===== src/rtl/cpu_pkg.sv =====
// Shared CPU front-end definitions: default widths, reset PC and the fetch
// state encoding used by fetch_unit.
package cpu_pkg;

   localparam int          DEF_ADDR_W   = 32;
   localparam int          DEF_INSTR_W  = 32;
   localparam logic [31:0] DEF_RESET_PC = 32'h0000_0000;
   localparam int          PC_STEP      = 4;

   typedef enum logic {
      ST_FETCH  = 1'b0,
      ST_HALTED = 1'b1
   } fetch_state_e;

endpackage


===== src/rtl/fetch_queue.sv =====
// Two-entry instruction queue holding fetched words with their PCs; head is
// presented combinationally and reads as zero while the queue is empty.
module fetch_queue #(
   parameter int DATA_W = 32,
   parameter int ADDR_W = 32
) (
   input  logic              clk,
   input  logic              reset,
   input  logic              flush_i,
   input  logic              push_i,
   input  logic [DATA_W-1:0] push_data_i,
   input  logic [ADDR_W-1:0] push_pc_i,
   input  logic              pop_i,
   output logic              empty_o,
   output logic [1:0]        count_o,
   output logic [DATA_W-1:0] head_data_o,
   output logic [ADDR_W-1:0] head_pc_o
);

   logic [DATA_W-1:0] data_q [2];
   logic [ADDR_W-1:0] pc_q   [2];
   logic              rd_ptr_q;
   logic              wr_ptr_q;
   logic [1:0]        count_q;

   always_ff @(posedge clk) begin
      if (!reset || flush_i) begin
         rd_ptr_q <= 1'b0;
         wr_ptr_q <= 1'b0;
         count_q  <= 2'd0;
      end else begin
         if (push_i) wr_ptr_q <= ~wr_ptr_q;
         if (pop_i)  rd_ptr_q <= ~rd_ptr_q;
         count_q <= count_q + 2'(push_i) - 2'(pop_i);
      end
   end

   // NOTE: storage needs no reset; the pointers and count decide what is visible.
   always_ff @(posedge clk) begin
      if (push_i) begin
         data_q[wr_ptr_q] <= push_data_i;
         pc_q[wr_ptr_q]   <= push_pc_i;
      end
   end

   assign empty_o     = (count_q == 2'd0);
   assign count_o     = count_q;
   assign head_data_o = empty_o ? '0 : data_q[rd_ptr_q];
   assign head_pc_o   = empty_o ? '0 : pc_q[rd_ptr_q];

endmodule


===== src/rtl/fetch_unit.sv =====
// Instruction fetch unit: issues imem reads, queues responses for the core and
// handles redirect/halt. Define FETCH_COUNT_EN to build the delivered-instruction counter.
module fetch_unit
   import cpu_pkg::*;
#(
   parameter int                ADDR_W   = DEF_ADDR_W,
   parameter int                INSTR_W  = DEF_INSTR_W,
   parameter logic [ADDR_W-1:0] RESET_PC = ADDR_W'(DEF_RESET_PC)
) (
   input  logic               clk,
   input  logic               reset,
   output logic               imem_req,
   output logic [ADDR_W-1:0]  imem_addr,
   input  logic [INSTR_W-1:0] imem_rdata,
   output logic               instr_valid,
   output logic [INSTR_W-1:0] instr_data,
   output logic [ADDR_W-1:0]  instr_pc,
   input  logic               instr_ready,
   input  logic               redirect_valid,
   input  logic [ADDR_W-1:0]  redirect_pc,
   input  logic               halt,
   output logic [31:0]        fetch_count
);

   fetch_state_e      state_q;
   logic [ADDR_W-1:0] pc_q, pc_d;
   logic              inflight_q;
   logic [ADDR_W-1:0] inflight_pc_q;

   logic              q_empty;
   logic [1:0]        q_count;
   logic              handshake;
   logic              push;
   logic [2:0]        budget;

   // A pop this cycle frees a slot, which keeps the stream at one word per cycle.
   assign budget    = {1'b0, q_count} + {2'b00, inflight_q} - {2'b00, handshake};
   assign imem_req  = reset && (state_q == ST_FETCH) && !halt && !redirect_valid
                      && (budget < 3'd2);
   assign imem_addr = pc_q;

   assign instr_valid = !q_empty && !redirect_valid;
   assign handshake   = instr_valid && instr_ready;
   assign push        = inflight_q && !redirect_valid;

   // NOTE: every always_comb output gets a default first so no latch is inferred.
   always_comb begin
      pc_d = pc_q;
      if (redirect_valid) pc_d = {redirect_pc[ADDR_W-1:2], 2'b00};
      else if (imem_req)  pc_d = pc_q + ADDR_W'(PC_STEP);
   end

   // NOTE: sequential state uses non-blocking assignments only.
   always_ff @(posedge clk) begin
      if (!reset) begin
         state_q       <= ST_FETCH;
         pc_q          <= RESET_PC;
         inflight_q    <= 1'b0;
         inflight_pc_q <= '0;
      end else begin
         pc_q          <= pc_d;
         inflight_q    <= imem_req;
         inflight_pc_q <= pc_q;
         if (redirect_valid)
            state_q <= ST_FETCH;
         else if (state_q == ST_FETCH && halt)
            state_q <= ST_HALTED;
      end
   end

   fetch_queue #(
      .DATA_W (INSTR_W),
      .ADDR_W (ADDR_W)
   ) u_queue (
      .clk         (clk),
      .reset       (reset),
      .flush_i     (redirect_valid),
      .push_i      (push),
      .push_data_i (imem_rdata),
      .push_pc_i   (inflight_pc_q),
      .pop_i       (handshake),
      .empty_o     (q_empty),
      .count_o     (q_count),
      .head_data_o (instr_data),
      .head_pc_o   (instr_pc)
   );

`ifdef FETCH_COUNT_EN
   logic [31:0] fetch_count_q;

   always_ff @(posedge clk) begin
      if (!reset)         fetch_count_q <= 32'd0;
      else if (handshake) fetch_count_q <= fetch_count_q + 32'd1;
   end

   assign fetch_count = fetch_count_q;
`else
   assign fetch_count = 32'd0;
`endif

endmodule

===== config.mk =====
export PLATFORM = sky130hd
export DESIGN_NAME = fetch_unit
export DESIGN_NICKNAME = d
export VERILOG_FILES = /design/src/rtl/cpu_pkg.sv /design/src/rtl/fetch_queue.sv /design/src/rtl/fetch_unit.sv
export SDC_FILE = /design/constraint.sdc
export NUM_CORES = 1
export LEC_CHECK = 0
export ABC_AREA = 1
export ABC_CLOCK_PERIOD_IN_PS = 4100
export CORE_MARGIN = 3
export CORE_UTILIZATION = 45
export CTS_CLUSTER_DIAMETER = 40
export CTS_CLUSTER_SIZE = 40
export DETAILED_ROUTE_END_ITERATION = 10
export HOLD_SLACK_MARGIN = 0.15
export PLACE_DENSITY = 0.85
export SYNTH_ARGS = -nofsm -noshare
export SYNTH_HDL_FRONTEND = slang
export SYNTH_SLANG_ARGS = --single-unit

===== constraint.sdc =====
create_clock -name clk -period 4.1 [get_ports clk]
set_input_delay 0.82 -clock clk [delete_from_list [all_inputs] [get_ports clk]]
set_output_delay 0.82 -clock clk [all_outputs]
set_load 0.02 [all_outputs]

Word-level counts from Yosys, hierarchy flattened
Memory sizes are Yosys's and may differ from the RTL's. A register that Yosys moved wholly into a read port is not among the register bits.
Index checks and enable logic that the tools add are counted.
Storage, ports and cells
  flip-flop bits (word level): 70
  bits in latches: 0
  RAM bits: 128
  bits in read-only memories: 0
  input bits: 69
  output and inout bits: 130
  word-level logic and storage cells: 46
  memories: 2
Cells by class
  add/sub/neg operators: 5
  multiply operators: 0
  divide/modulo/power cells: 0
  magnitude comparators: 1
  eq/ne operators: 0
  shift-type cells: 0
  mux-type cells: 10
  bitwise gates (word level): 4
  reduce and logical (&&, ||, !) cells: 16
Memories
  u_queue.data_q: depth 2, width 32, rd ports 1, clocked after memory_dff 1, write ports 1, line fetch_queue.sv:20  | logic [DATA_W-1:0] data_q [2];
  u_queue.pc_q: depth 2, width 32, rd ports 1, clocked after memory_dff 1, write ports 1, line fetch_queue.sv:21  | logic [ADDR_W-1:0] pc_q [2];
Operator list (count)
  32-bit two-way mux: 4
  32-bit by 3-bit adder with 32-bit output (second input constant): 1
  1-bit logical AND: 8
  1-bit two-way mux: 6
  1-bit zero test: 4
  1-bit NOT: 4
  2-bit by 1-bit adder with 3-bit output: 1
  3-bit by 2-bit less-than comparator with 1-bit output (second input constant): 1
  3-bit by 1-bit subtractor with 3-bit output: 1
  2-bit by 1-bit adder with 2-bit output: 1
  2-bit zero test: 1
  2-bit nonzero test: 1
  2-bit OR reduction: 1
  2-bit by 1-bit subtractor with 2-bit output: 1
  1-bit logical OR: 1

Depth between registers and ports, before layout
  depth after elaboration: 9
  depth in mapped cells: 18
  gate-level depth less buffers: 17

By module
Synthesis repeated with hierarchy kept, for this count alone.
Unflattened totals
  cells, all modules: 901
  area total of the unflattened synthesis: 8515.7 um2
By module, submodules not included
  fetch_queue: instances 1, cells each 374, area each 5059.9 um2, seq. area each 3943.8 um2
  fetch_unit: instances 1, cells each 527, area each 3455.8 um2, seq. area each 1241.2 um2

Worst setup path before layout
OpenSTA, ideal clock, no wires.
  path type: input-to-reg
  from: input redirect_valid
  to: memory u_queue.data_q[1][0] (enable)
  library setup time: 0.484 ns
  data arrival time: 3.675 ns
  data required time: 3.616 ns
  path slack: -0.058 ns
  cell stages on the path: 3
  buffers on the path: 0
  path through: inv_2 -> nand2_1 -> nor2_1
Between the ends
  word-level cells in the longest chain between the ends: 4
Ends and longest elaborated chain
  start, declared: line fetch_unit.sv:19  | input logic redirect_valid,
  1-bit zero test: line fetch_unit.sv:44  | assign push = inflight_q && !redirect_valid;
  1-bit logical AND: line fetch_unit.sv:44
  1-bit two-way mux: line fetch_queue.sv:40  | if (push_i) begin
  1-bit two-way mux (implied by the code): line fetch_queue.sv:41  | data_q[wr_ptr_q] <= push_data_i;
  end, declared: line fetch_queue.sv:20
No other way between the ends.

Worst setup path in the final report
  from: input redirect_valid
  to: output imem_req
Between the ends
  word-level cells in the longest chain between the ends: 6
  elaborated cells on any way between the ends: 7
  classes of those cells: 1 x add/sub; 1 x order compare; 5 x reduce/logical
Ends and longest elaborated chain
  1-bit zero test: line fetch_unit.sv:42  | assign instr_valid = !q_empty && !redirect_valid;
  1-bit logical AND: line fetch_unit.sv:42
  1-bit logical AND: line fetch_unit.sv:43  | assign handshake = instr_valid && instr_ready;
  via handshake: line fetch_unit.sv:32  | logic handshake;
  3-bit by 1-bit subtractor with 3-bit output: line fetch_unit.sv:37  | assign budget = {1'b0, q_count} + {2'b00, inflight_q} - {2'b00, handshake};
  3-bit by 2-bit less-than comparator with 1-bit output: line fetch_unit.sv:39  | && (budget < 3'd2);
  1-bit logical AND: line fetch_unit.sv:39
  end, declared: line fetch_unit.sv:12  | output logic imem_req,
The timed path passes the listed nets, and every way through them passes these cells.

==> run metrics <==
sw power=944.7 uW; Max VDD drop=0.2965 mV; Seq pwr share=53.0%; Worst Hold Class=reg2reg; Final Hold Fails=0; Hold Buf Count CTS=0; Routed WL=19,270 um; Clk pwr share=39.2%; hold_ws=427.2 ps; GP Congestion=0.9178; initial core utilization=46.10%; switch share=23.47%; Num CTS Buffers=17; Longest Clk Path Bufs=2; startpoint class of the critical path=primary input; CP arrival=3100 ps; Rows=49; drt wl/cell=14.80 um; post-CTS resize count=1; ANT cells=0; r2r setup slk=1060 ps; cell area after layout=10,600 sq um; total negative slack=0 ps; Crit path max-delay family=buffers and inverters; relative slew slack=50.75%; most frequent cells in the layout=nand2_1, clkdlybuf4s50_1, edfxtp_1; Max Transition Viols Final=0; largest area contributor in the netlist=edfxtp_1; RSZ-0062 raised after global routing=false; IO buf count=160; Post-Synthesis Cell Area=8309 sq um; Int Power=3080 uW; Crit path top cell by count=nand2_1; first-pass GRT wire length=30,870 um; GRT Util Overall=19.38%; CP max-delay cell=fa_1; critical path depth in cells=11; clock transition at the registers of the reported paths=70 ps; vias per cell=4.849; synth top area cells=edfxtp_1, dfxtp_1, nand2_1; post-CTS setup buffers=0; post-synth top area share=44.81%; Nets=1,134; DR iter-0 viols=376; final total power=4025 uW; syn avg cell area=9.222 sq um; slowest stage delay, CP=510 ps; vias in the first global route=6,203; WS Path Type=in2out; Worst Path Required=3280 ps; buffer and inverter count on the worst path=4; skew final=7.565 ps; H-tree Lvls=4; Seq/Total Area, Yosys=60.95%; Clock Sinks=191; DIE WIDTH=141.9 um; IO Pins=199; post-DP HPWL=13,220 um; CP Max Fanout=2; CP Capture Type=output pin; Setup WS post-layout=178.7 ps; die height=141.9 um; later-pin clock latency in the skew report=420 ps; run status=finished clean; critical path cell sequence=clkdlybuf4s50_1 -> nor2_1 -> nand2_1 -> inv_1 -> ha_1 -> inv_1 -> nand2_1 -> fa_1 -> nand2_1 -> nor2_2 -> dlygate4sd2_1; final setup fails=0; DRC Markers=0; post-synth cell types=34; DP Area=10,030 sq um; drt first pass iters=5; Root Driver=clkbuf_16; warnings from Yosys=0; CTS tree=built; FMAX=0.2550 GHz; commonest non-fill, non-tap cell in the layout=nand2_1; worst slew pin tran=736.1 ps; full die area=20,130 sq um; hold depth=0; power per cell area=379.9 nW/um^2; synthesized instance count=901; total number of vias=6,314; Final ANT Viol Nets=0; Leakage=0.004220 uW; Place WS=-107.6 ps; Reg2Reg Depth=18; MaxCap Viol Count=0; final worst-path cycle share=95.64%; antenna violations before repair=0; FF+latch count, synth=191; core box area=18,020 sq um; layout cells sized above 1=7.922%; min Tclk post-route=3921 ps; Overflow after GRT=0; Layout area overhead=27.51%; largest net degree at the start of global routing=63; Comb power frac=7.8%
[sequential cells by signal (all words and copies together), names as in the netlist, named ones only]
signal / flops
u_queue.count_o: 2
u_queue.wr_ptr_q: 1
inflight_q: 1
state_q: 1
inflight_pc_q: 30
imem_addr: 30
u_queue.rd_ptr_q: 1
u_queue.pc_q: 60
u_queue.data_q: 64
[cells by family (layout without fill, tap and decap cells)]
| group | count (synthesis) | count (layout) | synth area share, % |
|---|---|---|---|
| AND/OR/NAND/NOR | 442 | 442 | 22.18 |
| flip-flops | 191 | 191 | 60.95 |
| buffers and inverters | 161 | 298 | 9.351 |
| AO/OA/AOI/OAI | 92 | 92 | 5.677 |
| XOR/XNOR | 9 | 9 | 0.9486 |
| adder cells (fa/ha/maj) | 5 | 5 | 0.8433 |
| other | 1 | 36 | 0.04513 |
[power groups by stage]
stage	logic [uW]	registers (uW)	clock network, uW
finish	315	2130	1580
global route	343	2140	1700
CTS	315	2130	1610
detailed placement	313	2180	0
global placement	306	2170	0
floorplan	172	2180	0
[metal layers]
metal	global-route usage [%]	wire length, um
met1	24.87	8368
met5	0	0
met2	33.23	9494
met3	3.168	1095
met4	6.919	311
[synthesized netlist by cell type]
| cell | number |
|---|---|
| a21oi_1 | 77 |
| a22oi_1 | 1 |
| a31oi_1 | 2 |
| buf_1 | 2 |
| buf_2 | 3 |
| buf_4 | 37 |
| buf_6 | 4 |
| clkbuf_1 | 25 |
| conb_1 | 1 |
| dfxtp_1 | 67 |
| edfxtp_1 | 124 |
| fa_1 | 1 |
| ha_1 | 4 |
| inv_1 | 78 |
| inv_2 | 12 |
| nand2_1 | 311 |
| nand2_2 | 4 |
| nand2_4 | 2 |
| nand3_1 | 45 |
| nand3_2 | 1 |
| nand3b_1 | 2 |
| nand3b_4 | 1 |
| nand4_1 | 2 |
| nor2_1 | 58 |
| nor2_2 | 11 |
| nor2_4 | 3 |
| nor2_8 | 1 |
| nor3_1 | 1 |
| o21ai_0 | 6 |
| o21ai_1 | 3 |
| o21bai_1 | 2 |
| o22ai_1 | 1 |
| xnor2_1 | 5 |
| xor2_1 | 4 |
[final timing paths]
path / startpoint / to
setup / recovery: redirect_valid / imem_req
hold / removal: inflight_pc_q[4]$_SDFF_PN0_ / u_queue.pc_q[0][4]$_DFFE_PP_
setup reg to reg: u_queue.count_o[1]$_SDFF_PP0_ / imem_addr[7]$_SDFFE_PN0P_
hold reg to reg: inflight_pc_q[4]$_SDFF_PN0_ / u_queue.pc_q[0][4]$_DFFE_PP_
[stage by stage]
step	util, %	std cells
after floorplan	-	936
after global placement	55.66	1270
after detailed placement	55.66	1270
after CTS	58.78	1302
after global routing	58.78	1302
final	58.78	1302
[final cells by class]
type,count,area (sq um)
Clock buffer,19,432.9
Clock inverter,13,130.1
Fill cell,1547,7430
Inverter,90,337.8
Multi-Input combinational cell,584,2621
Sequential cell,191,5066
Tap cell,229,286.5
Timing Repair Buffer,176,1720
Power figures use the tool's default switching activity.
